## src/rtl/seq_mult_pkg.sv

```systemverilog
// seq_mult_pkg: state encoding and default sizing for the sequential signed multiplier
package seq_mult_pkg;
  localparam int DEF_WIDTH = 16;
  localparam int DEF_CNT_W = 4;
  localparam logic [2:0] S_IDLE = 3'd0;
  localparam logic [2:0] S_LOAD = 3'd1;
  localparam logic [2:0] S_RUN  = 3'd2;
  localparam logic [2:0] S_SIGN = 3'd3;
  localparam logic [2:0] S_DONE = 3'd4;
  typedef enum logic [2:0] {
    IDLE = S_IDLE,
    LOAD = S_LOAD,
    RUN  = S_RUN,
    SIGN = S_SIGN,
    DONE = S_DONE
  } state_t;
endpackage

```

## src/rtl/cond_negate.sv

```systemverilog
// cond_negate: combinational two's-complement negate when neg is set
module cond_negate #(
  parameter int WIDTH = 16
) (
  input  logic             neg,
  input  logic [WIDTH-1:0] in,
  output logic [WIDTH-1:0] out
);
  assign out = neg ? -in : in;
endmodule

```

## src/rtl/seq_signed_mult.sv

```systemverilog
// seq_signed_mult: sign-magnitude shift-add multiplier, one bit per cycle.
// Define SEQ_MULT_Q15_EN to add the rounded, saturated q15 output.
module seq_signed_mult
  import seq_mult_pkg::*;
#(
  parameter int WIDTH = DEF_WIDTH,
  parameter int CNT_W = DEF_CNT_W
) (
  input  logic               clk,
  input  logic               reset,
  input  logic               start,
  input  logic [WIDTH-1:0]   a,
  input  logic [WIDTH-1:0]   b,
  output logic               busy,
  output logic               done,
  output logic [2*WIDTH-1:0] p,
  output logic               stopled
`ifdef SEQ_MULT_Q15_EN
  ,
  output logic [WIDTH-1:0]   q15
`endif
);
  state_t             state;
  logic [WIDTH-1:0]   ra, rb, ma, mb, mplier;
  logic [2*WIDTH-1:0] mcand, acc, pn;
  logic               sign;
  logic [CNT_W-1:0]   cnt;
  cond_negate #(.WIDTH(WIDTH)) u_neg_a (.neg(ra[WIDTH-1]), .in(ra), .out(ma));
  cond_negate #(.WIDTH(WIDTH)) u_neg_b (.neg(rb[WIDTH-1]), .in(rb), .out(mb));
  cond_negate #(.WIDTH(2*WIDTH)) u_neg_p (.neg(sign), .in(acc), .out(pn));
`ifdef SEQ_MULT_Q15_EN
  logic [WIDTH+1:0] qr;
  logic [WIDTH-1:0] qs;
  // Two guard bits catch both the 0x8000*0x8000 case and rounding carry-out
  assign qr = {pn[2*WIDTH-1], pn[2*WIDTH-1:WIDTH-1]} + {{(WIDTH+1){1'b0}}, pn[WIDTH-2]};
  assign qs = (qr[WIDTH+1:WIDTH-1] == 3'b000 || qr[WIDTH+1:WIDTH-1] == 3'b111) ? qr[WIDTH-1:0] :
              qr[WIDTH+1] ? {1'b1, {(WIDTH-1){1'b0}}} : {1'b0, {(WIDTH-1){1'b1}}};
`endif
  always_ff @(posedge clk or negedge reset) begin
    if (!reset) begin
      state   <= IDLE;
      ra      <= '0;
      rb      <= '0;
      mcand   <= '0;
      mplier  <= '0;
      acc     <= '0;
      cnt     <= '0;
      sign    <= 1'b0;
      p       <= '0;
      busy    <= 1'b0;
      done    <= 1'b0;
      stopled <= 1'b0;
`ifdef SEQ_MULT_Q15_EN
      q15     <= '0;
`endif
    end else begin
      case (state)
        IDLE: if (start) begin
          ra      <= a;
          rb      <= b;
          busy    <= 1'b1;
          stopled <= 1'b0;
          state   <= LOAD;
        end
        LOAD: begin
          mcand  <= {{WIDTH{1'b0}}, ma};
          mplier <= mb;
          sign   <= ra[WIDTH-1] ^ rb[WIDTH-1];
          acc    <= '0;
          cnt    <= '0;
          state  <= RUN;
        end
        RUN: begin
          if (mplier[0]) acc <= acc + mcand;
          mcand  <= mcand << 1;
          mplier <= mplier >> 1;
          cnt    <= cnt + 1'b1;
          if (cnt == CNT_W'(WIDTH-1)) state <= SIGN;
        end
        SIGN: begin
          p       <= pn;
`ifdef SEQ_MULT_Q15_EN
          q15     <= qs;
`endif
          done    <= 1'b1;
          stopled <= 1'b1;
          state   <= DONE;
        end
        DONE: begin
          done <= 1'b0;
          // Accepting here lets back-to-back operations issue every 19 cycles
          if (start) begin
            ra      <= a;
            rb      <= b;
            stopled <= 1'b0;
            state   <= LOAD;
          end else begin
            busy  <= 1'b0;
            state <= IDLE;
          end
        end
        default: begin
          busy  <= 1'b0;
          done  <= 1'b0;
          state <= IDLE;
        end
      endcase
    end
  end
endmodule

```

## config.mk

```make
export PLATFORM = sky130hd
export DESIGN_NAME = seq_signed_mult
export DESIGN_NICKNAME = d
export VERILOG_FILES = /design/src/rtl/seq_mult_pkg.sv /design/src/rtl/cond_negate.sv /design/src/rtl/seq_signed_mult.sv
export SDC_FILE = /design/constraint.sdc
export NUM_CORES = 1
export LEC_CHECK = 0
export ABC_AREA = 1
export BUFFER_PORTS_ARGS = -buffer_cell sky130_fd_sc_hd__buf_4
export CAP_MARGIN = 20
export CORE_MARGIN = 1.5
export CORE_UTILIZATION = 56
export DETAILED_ROUTE_END_ITERATION = 10
export GPL_TIMING_DRIVEN = 0
export PLACE_DENSITY = 0.78
export SYNTH_ARGS = -nofsm -noshare
export SYNTH_HDL_FRONTEND = slang
export SYNTH_SLANG_ARGS = --single-unit
```

## constraint.sdc

```tcl
create_clock -name clk -period 1.75 [get_ports clk]
set_input_delay 0.0875 -clock clk [delete_from_list [all_inputs] [get_ports clk]]
set_output_delay 0.0875 -clock clk [all_outputs]
set_load 0.01 [all_outputs]
```

# Yosys cells after proc, flatten, opt, wreduce, memory -nomap -nowiden
# Cells that the tools add are included.
[totals]
n_memories = 0
in_bits = 35
latch_bits = 0
output_inout_bits = 35
romBits = 0
ram_bits = 0
ff_bits = 155
[classes]
bitwise = 2
n_lt_le_gt_ge = 0
eq_ne = 10
n_shift = 0
reduce_logical = 11
n_mux = 18
n_addsub = 5
n_div = 0
multipliers = 0
[ops]
columns = ["cell", "count"]
rows = [
  ["32-bit one-hot mux with 2 select lines", 2],
  ["32-bit two-way mux", 2],
  ["32-bit adder", 1],
  ["16-bit two-way mux", 2],
  ["16-bit negation", 2],
  ["32-bit negation", 1],
  ["16-bit one-hot mux with 2 select lines", 1],
  ["3-bit one-hot mux with 5 select lines", 1],
  ["2-bit inequality test, second input constant", 4],
  ["4-bit one-hot mux with 2 select lines", 1],
  ["2-bit AND reduction", 4],
  ["3-bit by 2-bit equality test with 1-bit output, second input constant", 2],
  ["3-bit two-way mux", 2],
  ["3-bit OR reduction", 2],
  ["4-bit by 1-bit adder with 4-bit output, second input constant", 1],
  ["4-bit equality test, second input constant", 1],
  ["1-bit two-way mux", 4],
  ["1-bit one-hot mux with 2 select lines", 2],
  ["2-bit nonzero test", 2],
  ["3-bit by 1-bit equality test with 1-bit output, second input constant", 1],
  ["3-bit equality test, second input constant", 1],
  ["3-bit logical NOT", 1],
  ["1-bit one-hot mux with 3 select lines", 1],
  ["3-bit AND reduction", 1],
  ["4 further kinds", 4],
]

# Logic depth before layout (Yosys ltp)
[logic_depth]
depth_word = 4
depth_mapped = 13
depth_no_buf = 13

# Hierarchy
# A second synthesis with hierarchy kept.
[unflattened]
cells_unflattened = 1540
hier_area_um2 = 10338.7
[modules_own_cells]
columns = ["mod", "n_inst", "seq_area_each_um2", "area_per_inst_um2", "cells_each"]
rows = [
  ["seq_signed_mult", 1, 3878.7, 8373.0, 1143],
  ["cond_negate (u_neg_p)", 1, 0.0, 1052.3, 225],
  ["cond_negate (u_neg_a ...)", 2, 0.0, 456.7, 86],
]

# Worst setup path before layout
# Ideal clock, no wire load.
[synth_timing]
kind = "reg2reg"
startpoint = "register mcand[0]"
endpoint = "register acc[20]"
synth_period_minus_slack_ps = 1795
n_path_buf = 0
setup_ps = 127
t_required_ps = 1623
arrival_time_ps = 1668
stages_incl_launch_ff = 14
path_slack_ps = -45
cell_sequence = "dfrtp_1 ha_1 inv_1 fa_1 inv_1 nand3_1 nand3_1 nand2_1 nand3_1 nand2_1 nand2_1 nand2_1 nand3_1 o21ai_0"
[synth_via]
elab_chain_len = 3
[synth_rtl]
columns = ["item", "line", "rtl"]
rows = [
  ["start: declaration", "seq_signed_mult.sv:25", "logic [2*WIDTH-1:0] mcand, acc, pn;"],
  ["start signal: assignment", "seq_signed_mult.sv:66", "mcand <= {{WIDTH{1'b0}}, ma};"],
  ["start signal: assignment", "seq_signed_mult.sv:75", "mcand <= mcand << 1;"],
  ["32-bit adder", "seq_signed_mult.sv:74", "if (mplier[0]) acc <= acc + mcand;"],
  ["32-bit two-way mux", "seq_signed_mult.sv:74", ""],
  ["32-bit one-hot mux with 2 select lines", "seq_signed_mult.sv:57", "case (state)"],
  ["end signal: assignment", "seq_signed_mult.sv:74", ""],
  ["end: declaration", "seq_signed_mult.sv:25", ""],
]
# Every way passes these cells. The select of a mux whose other input is x is not followed.
# A chain may end at the register's enable or synchronous reset.

# Worst setup path in the final report
[layout_timing]
startpoint = "register mcand[0]"
endpoint = "register acc[8]"
# Same word-level chain as after synthesis.

==> summary.txt <==
Logic synthesis
  – YS warnings: 0
  – Number of flip-flops and latches in the synthesized netlist: 155
  – Count of flip-flops with a built-in enable after synthesis: 0
  – Fraction of registers with async set/reset: 1.00
  – Synth cell types: 45
  – Number of cells produced by synthesis: 1393
  – Sequential element share of the synthesized area: 0.397
  – Top flip-flop cell by instance count after synthesis: sky130_fd_sc_hd__dfrtp_1
  – Cell area after synthesis: 0.00978 mm²
  – Post-Syn Area per Cell: 7.02 µm²
  – Mapped Nets: 1464

Worst setup path
  – Required @ worst endpoint: 2.07 ns
  – Cells along the critical path: ha_4 -> inv_2 -> fa_2 -> inv_4 -> nand3_4 -> nand3_4 -> nand2_4 -> nand2_4 -> buf_6 -> a21oi_2 -> o21ai_1 -> o21ai_1
  – Largest stage delay on the critical path: 0.43 ns
  – Critical R2R Launch: mcand[0]$_DFFE_PN0P_
  – Source of the critical timing path: mcand[0]$_DFFE_PN0P_
  – Nature of the critical path startpoint: flip-flop
  – Master of the slowest instance on the critical path: sky130_fd_sc_hd__dfrtp_1
  – Element type at the critical path end: flip-flop
  – Arrival time at the worst endpoint: 2.25 ns
  – Flop2flop setup slack: -0.17 ns
  – Cell count of the worst reg-to-reg path: 12
  – CP Max Fanout: 4
  – CP Class: reg -> reg

STA
  – Tightest slew margin relative to the limit: 0.550
  – Unrepaired setup endpoints after global routing: yes
  – Fin worst setup slack: -0.174 ns
  – Final setup viols: 31
  – Count of final max-slew check failures: 0
  – Upper clock frequency limit: 520 MHz
  – Number of endpoints with negative hold slack in the final report: 0
  – Final cycle utilization of the critical path: 1.10
  – Actual transition at the worst max-transition pin: 0.675 ns
  – Shortest period the worst path allows: 1.92 ns
  – Final worst clock skew: 0.00931 ns

Place
  – Placed wire-length estimate: 19600 µm
  – Standard cell area after detailed placement: 0.0106 mm²
  – # port buffers: 69
  – Final weighted congestion in routability-driven placement: 0.944

Floorplan
  – Core region area: 0.0172 mm²
  – Initial core utilization: 0.569
  – Top Ports: 70
  – Full die area: 0.0183 mm²
  – Height of the chip: 135 µm
  – FP Rows: 48
  – Die Width: 135 µm

Status
  – Violated checks: setup timing
  – Outcome: finished, violations left

Cells and area
  – Non-Filler Cell Area, Final: 0.0131 mm²
  – Post-layout nets: 1645
  – Fin util: 0.762
  – Fraction of final layout cells sized beyond drive strength 1: 0.270
  – Filler instances: 1199
  – Most common library cell in the layout ignoring fill and taps: sky130_fd_sc_hd__nand2_1
  – Area overhead of the layout relative to synthesis: 33.8%
  – Most frequent cells in the layout: sky130_fd_sc_hd__nand2_1, sky130_fd_sc_hd__inv_1, sky130_fd_sc_hd__dfrtp_1

CTS
  – CTS tree: yes
  – Clock H-tree levels: 4
  – Clock-pin slew on the worst setup and hold paths: 0.07 ns
  – Clock Root Buffer: sky130_fd_sc_hd__clkbuf_16
  – Clock sink count: 155
  – Total CTS buffers: 17
  – Number of buffers between clock root and the deepest sink: 2
  – Worst-skew pair later-pin latency: 0.44 ns

GRT
  – Global-route wire length before repair: 44900 µm
  – GRT Resource Usage Total: 0.317
  – Largest net degree at the start of global routing: 99
  – Via count of the first global-routing pass: 9315
  – Total gr overflow: 0
  – Antenna violations before repair: 0

Worst hold path
  – Worst hold stages: 3
  – Origin of the worst min-delay path: start
  – Class of the most critical hold timing path: in -> reg

Route
  – First drt pass iteration count: 7
  – Final routed wire length divided by cell count: 16.7 µm
  – Routed vias: 10100
  – DRC Markers: 0
  – Post-route ant nets: 0
  – Post-detailed-routing wire length: 30200 µm
  – DR iter-0 viols: 699
  – Via density per instance: 5.55

Pwr
  – IR drop worst, VDD: 1.00 mV
  – LEAKAGE: 6.62 nW
  – Post-layout total power: 23.5 mW
  – Ratio of total power to cell area: 1790 mW/mm²

Job
  – Reported max-cap violation count: 0
[per-layer routing]
metal / up-vias / GRT usage / wire length (µm)
li1: 4834 / - / -
met2: 387 / 0.563 / 15200
met5: - / 0 / 0
met4: 0 / 0.142 / 1080
met3: 91 / 0.0408 / 1620
met1: 4754 / 0.386 / 12300
[final cells by class]
cell class / count / area [µm²] / share of cell area
clock buffer: 19 / 443 / 0.0338
antenna: 1 / 2.50 / 0.000191
inverter: 228 / 877 / 0.0670
buffer: 33 / 178 / 0.0136
tap: 225 / 282 / 0.0215
timing repair buffer: 165 / 1390 / 0.106
multi-input combinational: 974 / 5900 / 0.450
clock inverter: 13 / 108 / 0.00822
sequential: 155 / 3920 / 0.299
[state kept, by name (all words and copies together), names as in the netlist, 3 cells and up]
name	flops
ra	16
rb	16
mplier	16
cnt	4
acc	32
mcand	32
p	32
state	3
[critical path: cells and delay by family (launching register included)]
family | cells | cell delay (ns)
adder cells (fa/ha/maj) | 2 | 0.54
AND/OR/NAND/NOR | 4 | 0.34
buffers and inverters | 3 | 0.25
AO/OA/AOI/OAI | 3 | 0.26
flip-flops | 1 | 0.43
[cells in the mapped netlist, types with 7 or more instances]
| master | instances | area, µm² |
|---|---|---|
| sky130_fd_sc_hd__o21ai_0 | 63 | 315 |
| sky130_fd_sc_hd__o211ai_1 | 10 | 75.1 |
| sky130_fd_sc_hd__nand2_1 | 431 | 1620 |
| sky130_fd_sc_hd__nor2_1 | 124 | 465 |
| sky130_fd_sc_hd__nor3_1 | 18 | 90.1 |
| sky130_fd_sc_hd__clkbuf_1 | 17 | 63.8 |
| sky130_fd_sc_hd__dfrtp_1 | 155 | 3880 |
| sky130_fd_sc_hd__o221ai_1 | 7 | 61.3 |
| sky130_fd_sc_hd__buf_2 | 13 | 65.1 |
| sky130_fd_sc_hd__nand4_1 | 7 | 43.8 |
| sky130_fd_sc_hd__ha_1 | 35 | 438 |
| sky130_fd_sc_hd__mux2_2 | 7 | 78.8 |
| sky130_fd_sc_hd__inv_1 | 221 | 830 |
| sky130_fd_sc_hd__o21bai_1 | 10 | 75.1 |
| sky130_fd_sc_hd__nand3_1 | 99 | 495 |
| sky130_fd_sc_hd__a21oi_1 | 71 | 355 |
| sky130_fd_sc_hd__xor2_1 | 23 | 201 |
| sky130_fd_sc_hd__o22ai_1 | 28 | 175 |
[cells by family (layout without fill, tap and decap cells)]
| group | after synthesis | in the layout | share of synthesized area |
|---|---|---|---|
| flops | 155 | 155 | 0.397 |
| compound gates | 210 | 210 | 0.126 |
| fa+ha+maj | 36 | 36 | 0.0468 |
| xor+xnor | 28 | 28 | 0.0251 |
| mux | 7 | 7 | 0.00806 |
| other cells | 0 | 1 | 0 |
| simple gates | 693 | 693 | 0.292 |
| buf+inv | 264 | 458 | 0.106 |
[through the flow]
step | setup TNS (ns) | hold WS, ns | std cells | worst slack, ns
after global routing | -4.50 | 0.0611 | 1812 | -0.210
after detailed placement | -11.98 | 0.0886 | 1688 | -0.381
after global placement | -30.71 | 0.320 | 1687 | -0.318
after CTS | -0.478 | 0.0469 | 1786 | -0.0950
after floorplan | 0 | -0.208 | 1393 | 0.0526
final | -1.78 | 0.0528 | 1813 | -0.174
[final timing paths]
check,end
setup / recovery,acc[8]$_DFFE_PN0P_
hold / removal,state[0]$_DFFE_PN0P_
setup reg to reg,acc[8]$_DFFE_PN0P_
hold reg to reg,cnt[3]$_DFFE_PN0P_
max in group asynchronous,state[2]$_DFFE_PN0P_
min in group asynchronous,p[2]$_DFFE_PN0P_
[timing repair]
action                                  CTS  global route
pin swaps                                29            39
hold buffers                             33             0
setup buffers                            35            27
resized for setup                       129           172
endpoints found under the setup margin  117            66
endpoints found under the hold margin    89             0
[power by group]
part	total, mW	internal [mW]	switching [mW]
clock network	3.57	1.89	1.68
logic	13.7	5.57	8.08
registers	6.28	4.96	1.31
Power figures use the tool's default switching activity.
